<file path="src/rtl/vxe_fifowx2w.sv">
// vxe_fifowx2w: single-word write, dual-word show-ahead read FIFO.
// data_out presents the two oldest entries; rd pops one or two per cycle.
module vxe_fifowx2w #(
  parameter int DATA_WIDTH = 32,
  parameter int DEPTH_POW2 = 2
) (
  input  logic                    clk,
  input  logic                    nrst,
  input  logic [DATA_WIDTH-1:0]   data_in,
  input  logic                    wr,
  output logic                    in_rdy,
  output logic [2*DATA_WIDTH-1:0] data_out,
  input  logic [1:0]              rd,
  output logic [1:0]              out_vld
);

  localparam int DEPTH = 1 << DEPTH_POW2;
  localparam int PW    = DEPTH_POW2;
  localparam int CW    = DEPTH_POW2 + 1;
  localparam logic [CW-1:0] DEPTH_C = CW'(DEPTH);

  logic [DATA_WIDTH-1:0] mem [DEPTH];
  logic [PW-1:0]         rd_ptr;
  logic [PW-1:0]         wr_ptr;
  logic [PW-1:0]         rd_ptr_p1;
  logic [CW-1:0]         count;
  logic                  wr_acc;
  logic [1:0]            pops;

  // Status flags and pop count, all decoded from registered count only
  always_comb begin
    in_rdy     = (count < DEPTH_C);
    out_vld[0] = (count != '0);
    out_vld[1] = (count > CW'(1));
    wr_acc     = wr & in_rdy;
    pops       = {1'b0, rd[0] & out_vld[0]} + {1'b0, rd[0] & rd[1] & out_vld[1]};
    rd_ptr_p1  = rd_ptr + PW'(1);
  end

  // Show-ahead output: oldest entry low, second-oldest high
  always_comb begin
    data_out = {mem[rd_ptr_p1], mem[rd_ptr]};
  end

  // Storage write; contents intentionally survive reset
  always_ff @(posedge clk) begin
    if (wr_acc) begin
      mem[wr_ptr] <= data_in;
    end
  end

  // Pointer and occupancy update; write and pop may coincide
  always_ff @(posedge clk or negedge nrst) begin
    if (!nrst) begin
      rd_ptr <= '0;
      wr_ptr <= '0;
      count  <= '0;
    end else begin
      if (wr_acc) begin
        wr_ptr <= wr_ptr + PW'(1);
      end
      rd_ptr <= rd_ptr + PW'(pops);
      count  <= count + CW'(wr_acc) - CW'(pops);
    end
  end

endmodule

</file>
<file path="config.mk">
export PLATFORM = sky130hd
export DESIGN_NAME = vxe_fifowx2w
export DESIGN_NICKNAME = d
export VERILOG_FILES = /design/src/rtl/vxe_fifowx2w.sv
export SDC_FILE = /design/constraint.sdc
export NUM_CORES = 1
export LEC_CHECK = 0
export BUFFER_PORTS_ARGS = -buffer_cell sky130_fd_sc_hd__buf_2
export CORE_MARGIN = 3
export CORE_UTILIZATION = 56
export DETAILED_ROUTE_END_ITERATION = 10
export PLACE_DENSITY = 0.8
export RECOVER_POWER = 100
export SYNTH_ARGS = -nofsm -noshare
export SYNTH_HDL_FRONTEND = slang
export SYNTH_SLANG_ARGS = --single-unit
</file>
<file path="constraint.sdc">
create_clock -name clk -period 2.65 [get_ports clk]
set_input_delay 0 -clock clk [delete_from_list [all_inputs] [get_ports clk]]
set_output_delay 0 -clock clk [all_outputs]
set_load 0.03 [all_outputs]
</file>
**Word-level counts from Yosys, hierarchy flattened**

Memories as Yosys holds them, arrays and structs flattened.
Cells that the tools add are included.

- Output and inout port bits: 67
- Input bits: 37
- Memories kept: 1
- Flip-flop bits (word level): 7
- Bits in writable memories: 128

Memories:

| memory | depth | width | rd ports | clocked after memory_dff | wr ports | line | RTL |
|---|---|---|---|---|---|---|---|
| mem | 4 | 32 | 2 | 0 | 1 | 22 | `logic [DATA_WIDTH-1:0] mem [DEPTH];` |

- $lt $le $gt $ge: 2
- Multiplexer cells: 2
- Bitwise operators: 4
- Reduce and logical (&&, ||, !) cells: 1
- $add $sub $neg: 6

Operators by type and width:

| operator | count |
|---|---|
| $add 2x1->2 const B | 2 |
| $and 1x1->1 | 4 |
| $add 3x1->3 | 1 |
| $gt 3x1->1 const B | 1 |
| $lt 3x3->1 const B | 1 |
| $reduce_bool 3->1 | 1 |
| $sub 3x2->3 | 1 |
| $add 1x1->2 | 1 |
| $add 2x2->2 | 1 |
| $mux 1 | 2 |

**Logic depth before layout (Yosys ltp)**

Gate-level depths: netlist (run 1).

- Word-level depth: 4
- Gate-level depth with buffers: 8
- Gate-level depth less buffers: 8

**Worst setup path before layout (run 1)**

Ideal clock, no wire load.

- Path kind: reg-to-reg
- Start point: register count[2]
- End point: register count[2]
- Arrival time: 2.448 ns
- Stages on the path, launching flop included: 9
- Setup slack: 0.070 ns
- Data required time: 2.518 ns
- Buffers on the path: 0
- Cell sequence: dfrtp_1 > or3_1 > and2_1 > ha_1 > xor2_1 > ha_1 > fa_1 > xnor2_1 > xnor2_1

- Cells in the longest elaborated chain, start to end: 4

Ends and longest elaborated chain:

| item | line | RTL |
|---|---|---|
| from (decl) | 26 | `logic [CW-1:0] count;` |
| from (signal assigned) | 63 | `count <= count + CW'(wr_acc) - CW'(pops);` |
| $reduce_bool 3->1 | 33 | `out_vld[0] = (count != '0);` |
| net out_vld[0] | 14 | `output logic [1:0] out_vld` |
| $and 1x1->1 | 36 | `pops = {1'b0, rd[0] & out_vld[0]} + {1'b0, rd[0] & rd[1] & out_vld[1]};` |
| $add 1x1->2 | 36 |  |
| $sub 3x2->3 | 63 |  |

The timed path passes the listed nets, and every way through them passes these cells.
A chain may end at the register's enable or synchronous reset.

**Worst setup path after layout (run 1)**

- Start point: register count[2]
- End point: register count[2]

- Cells in the longest elaborated chain, start to end: 4

Ends and longest elaborated chain:

| item | line | RTL |
|---|---|---|
| $lt 3x3->1 (tied with other cells) | 32 | `in_rdy = (count < DEPTH_C);` |
| $and 1x1->1 (on tied branches) | 35, 36 |  |
| $add 3x1->3 / $add 1x1->2 (equally long branches) | 63, 36 |  |
| $sub 3x2->3 * | 63 |  |

Mark *: on every way between the ends. The rest lies on a longest branch, timed or not.

==> run summary, run 1 <==
Area Overhead vs Synth: 26.34%
Synth cell types: 20
Seq/Total Area, Yosys: 0.6866
CP max stage cell: fa_1
Port Buffers: 103
Final Max Slew Viols: 0
Reg-to-Reg Start: count[2]
Slew headroom: 0.4530
Hold Path Stages: 4
placed cell areas: 0.006514 mm²
Crit path largest cell delay: 0.41 ns
final setup skew: 0.01140 ns
ys async rst share: 0.05185
r2r endpoint: count[2]
Commonest cells post-synth: 128 x edfxtp_1, 64 x mux4_2, 8 x buf_6
register area: 0.004026 mm²
I/O Pins: 104
WP data required: 3.06 ns
Post-Synthesis Cells: 245
Vias per Instance: 5.804
outcome: finished, final reports clean
Layout Cells excl Fill: 546
Hold Vio Cnt, Final: 0
Synth Flop Type: edfxtp_1
Detailed Routing Iterations Pass 1: 5
hold_sp: rd[0]
Warnings, synthesis: 0
H-tree level count: 4
nets@finish: 445
via count: 3169
Inserted Diodes: 0
Chip Width: 108.2 µm
worst-margin pin slew: 0.8205 ns
Avg Cell Area, Syn: 23.89 µm²
HP Class: in -> reg
Core Area: 0.009955 mm²
dominant cell type by area after synthesis: edfxtp_1
layout cells sized above 1: 0.3317
Row Count: 36
Post-Syn Area: 0.005853 mm²
RSZ-0062 raised after global routing: false
Cell Chain, Critical Path: or3_1 > and2_0 > ha_2 > xor2_1 > ha_1 > fa_1 > xnor2_2 > xnor2_1
main area contributors after synthesis: edfxtp_1 66%, mux4_2 25%, dfrtp_1 3.0%
first-pass GRT wire length: 18390 µm
vias in the first global route: 3394
TritonCTS Sinks: 135
Hold Path Sink: rd_ptr[0]
CP Launch Type: flip-flop
routed len/inst: 21.40 µm
count of final setup violators: 0
area of the multi-input gates: 0.001698 mm²
Max-Cap Viols: 0
count leader, synth: edfxtp_1
Post-Syn Nets: 290
initial antenna violation count: 0
share of the synthesized area in the top cell type: 0.6567
EDFF count, synth: 128
Final Instance Area: 0.007395 mm²
Setup crit end kind: flip-flop
CTS tree: built
Crit Path Category: reg -> reg
effective utilization at floorplan: 0.5880
grt ovf: 0
DPL Wire Length: 7679 µm
largest net degree at the start of global routing: 49
Final ANT Viol Nets: 0
fin util: 0.7428
GPL Wtd Cong: 0.7174
DRT iter0 DRCs: 212
crit path DAT: 2.90 ns
Clk Tree Root Cell: clkbuf_8
GRT Util Overall: 0.2181
Clk Latency, worst-skew pair: 0.52 ns
reg2reg path depth: 8
Worst VDD drop: 0.0009538 V
register-to-register setup slack: 0.16 ns
Final Cycle Share: 0.9413
Worst-path clk slew: 0.06 ns
Tot Pwr: 9.506 mW
Synth Register Bits: 135
CTS Buf Count: 17
CP max FO: 4
drt total wl: 11680 µm
die area: 0.01171 mm²
Fmax: 400.9 MHz
Leak: 2.495 nW
clock buffer depth: 2
pwr/cell area: 1286 mW/mm²
Die Y: 108.2 µm
Post-route DRC: 0
Fill cells: 585
Cells after DPL: 479
minimum clock period: 2.494 ns
TNS Setup: 0 ns
-- cells in the final DEF, fill, tap and decap left out, types with 2 or more instances in the layout --
cell type,count
clkbuf_1,81
edfxtp_1,128
xnor2_1,3
clkinv_2,6
mux4_2,64
ha_1,6
dfrtp_1,5
and2_1,4
clkbuf_16,16
bufinv_16,6
dfrtp_4,2
clkinvlp_4,3
xor2_1,3
dlygate4sd3_1,35
clkbuf_2,24
buf_4,5
buf_2,6
inv_1,4
-- where the power goes --
group	switching (mW)	internal, mW	leakage [nW]
registers	0.434	2.72	1.24
clock network	0.826	1.70	0.313
logic	2.32	1.50	0.940
-- sequential cells by signal (all words and copies together), names as in the netlist --
register / flops
mem: 128
count: 3
rd_ptr: 2
wr_ptr: 2
-- per-layer routing --
metal  share of wire  track usage
met2            0.55       0.3668
met3           0.066      0.06627
met1            0.37       0.2635
met4           0.015      0.09558
met5               0            0
-- critical path: cells and delay by family, from the launching register on --
kind                       cells  cell delay [ns]
xor gates and xnor gates       3             0.45
adders and majority gates      3             0.96
DFF                            1             0.39
and+or+nand+nor                2             0.56
-- worst max-delay path by stage --
| stage | from | endpoint | slack, ns | cells after the start |
|---|---|---|---|---|
| after global placement | count[2] | count[2] | 0.24 | 8 |
| after detailed placement | count[2] | count[2] | 0.16 | 8 |
| after CTS | count[2] | count[2] | 0.14 | 8 |
| after floorplan | count[2] | count[2] | 0.07 | 8 |
| after global routing | count[2] | count[2] | 0.01 | 8 |
| final | count[2] | count[2] | 0.16 | 8 |
-- per-stage QoR --
| stage | hold slack, ns | setup slack [ns] |
|---|---|---|
| 6_report | 0.04585 | 0.1555 |
| 5_1_grt | 0.03378 | 0.01045 |
| 4_1_cts | 0.02146 | 0.1380 |
| 3_5_place_dp | -0.1549 | 0.1622 |
| 3_3_place_gp | -0.1642 | 0.2389 |
| 2_1_floorplan | -0.2956 | 0.07012 |
-- kinds of logic (layout without fill, tap and decap cells) --
logic type	after synthesis	after routing	synth area share
XOR/XNOR	7	7	0.01047
adder cells (fa/ha/maj)	8	8	0.01838
buffers and inverters	19	187	0.02501
flip-flops	135	135	0.6866
multiplexers	65	65	0.2482
AND/OR/NAND/NOR	11	11	0.01133
-- final cells by class --
cell class              instances  share of cell area
repair buffers                151              0.1139
flip-flops and latches        135              0.5445
clock buffers                  17             0.05601
clock inverters                15             0.03147
well taps                     133             0.02250
multi-input cells              91              0.2296
inverters                       4            0.002030
-- timing repair --
item	CTS	global route
setup endpoints to repair	0	1
buffers inserted	0	0
hold buffers	35	0
gates resized for setup	0	2
hold endpoints to repair	136	0
No activity file was read; power rests on OpenSTA's default activity.
==> run 2: changes to the inputs <==
RECOVER_POWER = 50   (was 100)
==> run 2 against run 1 <==
Global-route usage is the same. Count of clock-buffer cells in the layout is the same. Die area is the same. Worst hold slack lost 0.011 ns. Final cell count is the same. Fmax grew 0.11%. Setup slack gained 0.0027 ns. Critical path depth is the same. Critical endpoint unchanged. Highest routed layer unchanged.
==> run summary, run 2 (synthesized netlist as in run 1, its figures left out) <==
outcome: finished, final reports clean (unchanged)
Fmax: 401.3 MHz (was 400.9 MHz)
crit path DAT: 2.90 ns (about the same)
DPL Wire Length: 7679 µm (unchanged)
reg2reg path depth: 8 (unchanged)
Port Buffers: 103 (unchanged)
Final Instance Area: 0.007473 mm² (was 0.007395 mm²)
drt total wl: 11580 µm (was 11680 µm)
Worst-path clk slew: 0.06 ns (about the same)
Fill cells: 553 (was 585)
I/O Pins: 104 (unchanged)
Tot Pwr: 9.622 mW (was 9.506 mW)
most frequent cells in the layout: 128 x edfxtp_1, 68 x buf_2, 64 x mux4_2 (was 128 x edfxtp_1, 81 x clkbuf_1, 64 x mux4_2)
placed cell areas: 0.006514 mm² (unchanged)
biggest regs: mem x128, count x3 (unchanged)
Fin Hold WS: 0.03468 ns (was 0.04585 ns)
routed len/inst: 21.21 µm (was 21.40 µm)
H-tree level count: 4 (unchanged)
Leak: 2.625 nW (was 2.495 nW)
WP data required: 3.06 ns (about the same)
Top reg by flops: mem (unchanged)
Post-route DRC: 0 (unchanged)
pwr/cell area: 1287 mW/mm² (was 1286 mW/mm²)
die area: 0.01171 mm² (unchanged)
Worst VDD drop: 0.0009504 V (was 0.0009538 V)
nets@finish: 445 (unchanged)
Inserted Diodes: 0 (unchanged)
effective utilization at floorplan: 0.5880 (unchanged)
Final Cycle Share: 0.9403 (was 0.9413)
Clk Tree Root Cell: clkbuf_8 (unchanged)
Area Overhead vs Synth: 27.68% (was 26.34%)
vias in the first global route: 3394 (unchanged)
Final ANT Viol Nets: 0 (unchanged)
Setup crit end kind: flip-flop (unchanged)
Crit Path Category: reg -> reg (unchanged)
first-pass GRT wire length: 18390 µm (unchanged)
Final Max Slew Viols: 0 (unchanged)
most common cell after layout, fill and taps aside: edfxtp_1 (unchanged)
clock buffer depth: 2 (unchanged)
CTS Buf Count: 17 (unchanged)
DRT iter0 DRCs: 243 (was 212)
Clk Latency, worst-skew pair: 0.52 ns (about the same)
minimum clock period: 2.492 ns (was 2.494 ns)
CTS tree: built (unchanged)
Hold Path Stages: 4 (unchanged)
Core Area: 0.009955 mm² (unchanged)
Row Count: 36 (unchanged)
worst-margin pin slew: 0.8127 ns (was 0.8205 ns)
Hold Vio Cnt, Final: 0 (unchanged)
Chip Width: 108.2 µm (unchanged)
Max-Cap Viols: 0 (unchanged)
initial antenna violation count: 0 (unchanged)
register-to-register setup slack: 0.16 ns (about the same)
GRT Util Overall: 0.2181 (unchanged)
largest net degree at the start of global routing: 49 (unchanged)
Die Y: 108.2 µm (unchanged)
final setup skew: 0.007182 ns (was 0.01140 ns)
Slew headroom: 0.4582 (was 0.4530)
CP max FO: 4 (unchanged)
TritonCTS Sinks: 135 (unchanged)
max FFs per register: 128 (unchanged)
via count: 3168 (was 3169)
grt ovf: 0 (unchanged)
CP Launch Type: flip-flop (unchanged)
Post-CTS Setup Inserts: 0 (unchanged)
Detailed Routing Iterations Pass 1: 4 (was 5)
HP Class: in -> reg (unchanged)
count of final setup violators: 0 (unchanged)
GPL Wtd Cong: 0.7174 (unchanged)
fin util: 0.7508 (was 0.7428)
layout cells sized above 1: 0.4455 (was 0.3317)
RSZ-0062 raised after global routing: false (unchanged)
TNS Setup: 0 ns (unchanged)
Vias per Instance: 5.802 (was 5.804)
run 2: power by group:
group	leakage, nW	total [mW]	internal (mW)	switching [mW]
Combinational	1.07	3.94	1.65	2.29
Sequential	1.24	3.15	2.72	0.431
Clock	0.313	2.53	1.70	0.827
Total	2.63	9.62	6.07	3.55
run 2: final timing paths:
path                           from   endpoint
hold / removal                rd[0]  rd_ptr[0]
setup reg to reg           count[2]   count[2]
min in group asynchronous      nrst   count[2]
max in group asynchronous      nrst  rd_ptr[0]
setup / recovery           count[2]   count[2]
hold reg to reg            count[0]   count[0]
run 2: critical path: stages (launching register included):
cell     delay, ns
dfrtp_1       0.39
or3_1         0.39
and2_1        0.17
ha_2          0.32
xor2_1        0.17
ha_1          0.23
fa_1          0.41
xnor2_2       0.16
xnor2_1       0.12
run 2: layout make-up:
class	count	area (µm²)	share of cell area
tap	133	166.4	0.02227
multi-input combinational	91	1699	0.2274
sequential	135	4026	0.5388
timing repair buffer	151	919.6	0.1231
clock inverter	15	232.7	0.03114
inverter	4	15.01	0.002009
clock buffer	17	414.1	0.05542
run 2: timing repair:
item | CTS | global route
endpoints found under the hold margin | 136 | 0
endpoints found under the setup margin | 0 | 1
resized for setup | 0 | 2
hold buffers | 35 | 0
run 2: routing by layer:
metal  share of wire  GRT usage
met5               0          0
met3           0.063    0.06627
met2            0.54     0.3668
met4           0.021    0.09558
met1            0.37     0.2635
run 2: stage by stage:
step / instances / setup WS, ns
5_1_grt: 546 / 0.02243
3_3_place_gp: 479 / 0.2389
3_5_place_dp: 479 / 0.1622
6_report: 546 / 0.1583
4_1_cts: 546 / 0.1380
2_1_floorplan: 245 / 0.07012
